[src/rtl/vedic_divider.sv]
// ----------------------------------------------------------------------------
// vedic_divider
//   Sequential unsigned restoring divider that pairs with the vedic multiplier.
//   It divides a 2*DIV_Size-bit dividend by a DIV_Size-bit divisor and retires
//   one quotient bit per clock behind a START/BUSY/DONE handshake.
//
// Ports
//   CLK        in   1               rising-edge clock
//   RST_n      in   1               asynchronous active-low reset
//   START      in   1               request, sampled only while idle
//   DIVIDEND   in   Div_Input_Size  numerator, captured on accept
//   DIVISOR    in   DIV_Size        denominator, captured on accept
//   BUSY       out  1               high while running and in the done cycle
//   DONE       out  1               one-cycle pulse, results valid from here
//   QUOTIENT   out  Div_Input_Size  registered quotient
//   REMAINDER  out  DIV_Size        registered remainder
//   DIV_ZERO   out  1               last accepted divisor was zero
//
// Build option
//   VEDIC_DIV_ZERO_FAST_EN : when defined, a zero divisor skips the iteration
//   phase and completes one cycle after accept with the same result values
//   the full iteration would produce.
// ----------------------------------------------------------------------------
module vedic_divider #(
    parameter  int DIV_Size       = 4,
    localparam int Div_Input_Size = 2 * DIV_Size,
    localparam int Cnt_Size       = $clog2(2 * DIV_Size + 1)
) (
    input  logic                      CLK,
    input  logic                      RST_n,
    input  logic                      START,
    input  logic [Div_Input_Size-1:0] DIVIDEND,
    input  logic [DIV_Size-1:0]       DIVISOR,
    output logic                      BUSY,
    output logic                      DONE,
    output logic [Div_Input_Size-1:0] QUOTIENT,
    output logic [DIV_Size-1:0]       REMAINDER,
    output logic                      DIV_ZERO
);

    typedef enum logic [1:0] {
        S_IDLE = 2'd0,
        S_RUN  = 2'd1,
        S_DONE = 2'd2
    } state_t;

    state_t r_state;
    state_t w_state_next;

    // The dividend register doubles as the quotient register: each iteration
    // shifts one dividend bit out of the top and one quotient bit into the
    // bottom, so after 2*DIV_Size steps it holds the whole quotient.
    logic [Div_Input_Size-1:0] r_dq;
    logic [DIV_Size-1:0]       r_dvs;
    // Only the low DIV_Size bits of the partial remainder ever feed the next
    // step or the output, so the top bit is not stored.
    logic [DIV_Size-1:0]       r_rem;
    logic [Cnt_Size-1:0]       r_cnt;
    logic [Div_Input_Size-1:0] r_quotient;
    logic [DIV_Size-1:0]       r_remainder;
    logic                      r_div_zero;

    logic [DIV_Size:0]         w_t;
    logic                      w_ge;
    logic [DIV_Size-1:0]       w_sub;
    logic [DIV_Size-1:0]       w_rem_next;
    logic [Div_Input_Size-1:0] w_dq_next;
    logic                      w_last;

    // One restoring step: trial value T = {R, next dividend bit}.
    assign w_t        = {r_rem, r_dq[Div_Input_Size-1]};
    assign w_ge       = (w_t >= {1'b0, r_dvs});
    // When T >= B the true difference is below B, so its low bits are exact.
    assign w_sub      = w_t[DIV_Size-1:0] - r_dvs;
    assign w_rem_next = w_ge ? w_sub : w_t[DIV_Size-1:0];
    assign w_dq_next  = {r_dq[Div_Input_Size-2:0], w_ge};
    // Counter is about to reach zero: this edge performs the final iteration.
    assign w_last     = (r_cnt == Cnt_Size'(1));

    // State register
    always_ff @(posedge CLK or negedge RST_n) begin
        if (!RST_n) begin
            r_state <= S_IDLE;
        end else begin
            r_state <= w_state_next;
        end
    end

    // Next-state logic
    always_comb begin
        w_state_next = r_state;
        case (r_state)
            S_IDLE: begin
                if (START) begin
`ifdef VEDIC_DIV_ZERO_FAST_EN
                    if (DIVISOR == '0) begin
                        w_state_next = S_DONE;
                    end else begin
                        w_state_next = S_RUN;
                    end
`else
                    w_state_next = S_RUN;
`endif
                end
            end
            S_RUN: begin
                if (w_last) begin
                    w_state_next = S_DONE;
                end
            end
            S_DONE: begin
                w_state_next = S_IDLE;
            end
            default: begin
                w_state_next = S_IDLE;
            end
        endcase
    end

    // Datapath and result registers
    always_ff @(posedge CLK or negedge RST_n) begin
        if (!RST_n) begin
            r_dq        <= '0;
            r_dvs       <= '0;
            r_rem       <= '0;
            r_cnt       <= '0;
            r_quotient  <= '0;
            r_remainder <= '0;
            r_div_zero  <= 1'b0;
        end else begin
            case (r_state)
                S_IDLE: begin
                    if (START) begin
                        r_dq       <= DIVIDEND;
                        r_dvs      <= DIVISOR;
                        r_rem      <= '0;
                        r_cnt      <= Cnt_Size'(2 * DIV_Size);
                        r_div_zero <= (DIVISOR == '0);
`ifdef VEDIC_DIV_ZERO_FAST_EN
                        // Same values the iterative path yields for B = 0.
                        if (DIVISOR == '0) begin
                            r_quotient  <= '1;
                            r_remainder <= DIVIDEND[DIV_Size-1:0];
                        end
`endif
                    end
                end
                S_RUN: begin
                    r_dq  <= w_dq_next;
                    r_rem <= w_rem_next;
                    r_cnt <= r_cnt - Cnt_Size'(1);
                    if (w_last) begin
                        r_quotient  <= w_dq_next;
                        r_remainder <= w_rem_next;
                    end
                end
                default: begin
                end
            endcase
        end
    end

    assign BUSY      = (r_state != S_IDLE);
    assign DONE      = (r_state == S_DONE);
    assign QUOTIENT  = r_quotient;
    assign REMAINDER = r_remainder;
    assign DIV_ZERO  = r_div_zero;

endmodule
[config.mk]
export PLATFORM = sky130hd
export DESIGN_NAME = vedic_divider
export DESIGN_NICKNAME = d
export VERILOG_FILES = /design/src/rtl/vedic_divider.sv
export SDC_FILE = /design/constraint.sdc
export NUM_CORES = 1
export LEC_CHECK = 0
export BUFFER_PORTS_ARGS = -buffer_cell sky130_fd_sc_hd__buf_2
export CORE_MARGIN = 3
export CORE_UTILIZATION = 47
export CTS_BUF_LIST = sky130_fd_sc_hd__clkbuf_2 sky130_fd_sc_hd__clkbuf_4 sky130_fd_sc_hd__clkbuf_8
export CTS_CLUSTER_DIAMETER = 200
export DETAILED_ROUTE_END_ITERATION = 7
export PLACE_DENSITY = 0.79
export SLEW_MARGIN = 25
export SYNTH_ARGS = -nofsm -noshare
export SYNTH_HDL_FRONTEND = slang
export SYNTH_SLANG_ARGS = --single-unit
[constraint.sdc]
create_clock -name CLK -period 1.8 [get_ports CLK]
set_input_delay 0.18 -clock CLK [delete_from_list [all_inputs] [get_ports CLK]]
set_output_delay 0.18 -clock CLK [all_outputs]
set_load 0.005 [all_outputs]
==> results.md <==
- Gate Count Post-Synth: between 150 and 200
- H-tree levels: 2
- Sequential area share after synthesis: 50.76%
- Post-route design area: 2082 µm²
- Vias in the first global route: 1293
- Routed Antenna Nets: 0
- WL final: 3557 µm
- Die area: between 4000 and 5000 µm²
- DIE HEIGHT: ~67 µm
- Fin crit share: 93.30%
- Drt first pass iters: 4
- Final slew viol count: 0
- Largest net degree at the start of global routing: 36
- Final setup vio count: 0
- Chip Width: 66.59 µm
- Status: completed
- Fin crit period: 1.679 ns
- I/O Pins: 30
- Area Overhead vs Synth: 20.67%
- Synthesized net count: between 200 and 250
- Final Skew: approximately 0.0096 ns
- Vias per cell: 5.318
- TritonCTS buffer count: 5
- Worst Path Max Fanout: 3
- PwrDens: 2008 nW/µm²
- Via count: 1404
- First DRT Iteration DRCs: between 100 and 150
- Post-synth EDFFs: 0
- Mapped Area: between 1500 and 2000 µm²
- Starting Density: 50.13%
- Syn. warnings: 0
- Placed cell area: 1938 µm²
- Core footprint: 3442 µm²
- Avg WL per Cell: 13.47 µm
- Overall Global Routing Usage: 18.36%
- Grt ovf: 0
- Setup crit end kind: flip-flop
- Worst EP arrival: 1.91 ns
- Worst setup SP type: flip-flop
- RSZ-0062 raised after global routing: false
- HPWL Detailed: 2595 µm
- CTS tree: done
- Async set or reset register ratio after synthesis: 100.0%
- Worst Path Required: ~2.0 ns
- Clock Latency Late Sink: 0.29 ns
- Fmax: 0.5955 GHz
- Setup TNS: 0 ns
- Most frequent cell after synthesis: nand2_1
- Number of max-cap violations: 0
- Main synth FF type: dfrtp_1
- Number of core rows: 21
- Post-synth top area share: around half
- CTS sink cnt: 35
- Commonest cells post-synth: nand2_1, dfrtp_1, o21ai_0, inv_1, nand3_1
- Layout cells sized above 1: 25.69%
- Number of buffers added on ports: 29
- Initial antenna violation count: 0
- First-pass GRT wire length: approximately 6000 µm
- Setup bufs post-CTS: 0
- Slew @ Worst Pin: 0.7716 ns
- Routability cong.: approximately 0.89
- Clock slew at reported path FFs: about 0.080 ns
- Register bit count reported by yosys: 35
- Slew headroom: 48.56%
- Post-route DRC: 0
- Dominant cells by area after synthesis: dfrtp_1, nand2_1, ha_1
- Largest vdd supply drop: 0.7620 mV
- Leakage power: 1.011 nW
- Longest Clk Path Bufs: 2
- Syn Area/Cell: 9.586 µm²
- Filler cells: 305
- Crit path kind: reg -> reg
- Library cells used by synthesis: 35
- Final core occ: 60.49%
- Area leader, netlist: dfrtp_1
- Final nets: 239
- Hold Crit Class: in -> reg
- Clk root buf: clkbuf_8
- Fin. Hold Viols: 0
- Diode count: 0
[flip-flops by register name, indices dropped and copies added (netlist names)]
signal and flops:
r_dq 8, r_cnt 4, r_state 2, DIV_ZERO 1, r_dvs 4, REMAINDER 4
QUOTIENT 8, r_rem 4
[kinds of logic (layout without fill, tap and decap cells)]
group / count (synthesis) / count (layout) / share of synthesized area [%]
XOR/XNOR: 1 / 1 / 0.5077
AND/OR/NAND/NOR: 80 / 80 / 22.55
buffers and inverters: 18 / 56 / 5.366
AO/OA/AOI/OAI: 39 / 39 / 15.30
flip-flops: 35 / 35 / 50.76
adder cells (fa/ha/maj): 7 / 7 / 5.511
[through the flow]
stage / power (mW) / cells / setup slack [ns] / hold WS (ns)
after floorplan: 2.848 / 180 / 0.1325 / -0.1156
after global placement: 3.365 / 255 / 0.09796 / 0.2964
after detailed placement: 3.444 / 255 / 0.07549 / 0.3021
after CTS: 4.151 / 264 / 0.06308 / 0.09821
after global routing: 4.579 / 264 / 0.02086 / 0.1160
final: 4.180 / 264 / 0.1207 / 0.1029
[worst max-delay path, stage by stage, from the launching register on]
cell and delay, ns:
dfrtp_1 0.40, inv_2 0.07, ha_2 0.17, inv_1 0.05, fa_2 0.33, xnor2_1 0.14, or4_1 0.39, nand3_1 0.07
[cell type report]
cell class | count | area [µm²] | share of cell area, %
Tap cell | 46 | 57.56 | 2.764
Multi-Input combinational cell | 127 | 774.5 | 37.20
Clock inverter | 3 | 43.79 | 2.103
Sequential cell | 35 | 875.8 | 42.07
Clock buffer | 5 | 68.82 | 3.305
Timing Repair Buffer | 36 | 212.7 | 10.22
Inverter | 12 | 48.80 | 2.344
[where the power goes]
part           switching (mW)  internal (mW)
Clock                   0.284          0.412
Combinational            1.13          0.926
Sequential              0.257           1.17
Total                    1.67           2.51
[repair_timing]
item | 4_1_cts | 5_1_grt
hold buffers | 1 | 0
endpoints found under the setup margin | 0 | 9
endpoints found under the hold margin | 35 | 0
resized for setup | 0 | 6
[placed cells by master (no fill, tap or decap), types with 3 or more instances in the layout]
master,synthesis,final
o211ai_1,3,3
or4_1,3,3
clkbuf_8,0,5
buf_2,2,29
buf_4,2,5
dfrtp_1,35,35
ha_1,6,4
nand3_1,8,8
o21ai_0,14,13
nor3_1,3,3
a31oi_1,3,3
a22oi_1,7,7
inv_1,12,10
nand2_1,46,46
nor2_1,7,7
[final timing paths]
kind,startpoint,end,slack [ns],depth (start not counted)
worst max-delay path,r_dq[7],r_rem[2],0.12,7
worst min-delay path,DIVIDEND[3],r_dq[3],0.10,3
worst max register to register,r_dq[7],r_rem[2],0.12,7
worst min register to register,QUOTIENT[3],QUOTIENT[3],0.48,2
max in group asynchronous,RST_n,QUOTIENT[7],0.81,2
min in group asynchronous,RST_n,REMAINDER[2],0.50,2
[routing by layer]
layer | track usage (%) | share of wire, % | up-vias
met4 | 8.376 | 1.8 | 0
met5 | 0 | 0 | -
li1 | - | - | 696
met2 | 29.58 | 50 | 40
met1 | 23.78 | 44 | 661
met3 | 3.541 | 4.3 | 7
No activity file was read; power rests on OpenSTA's default activity.
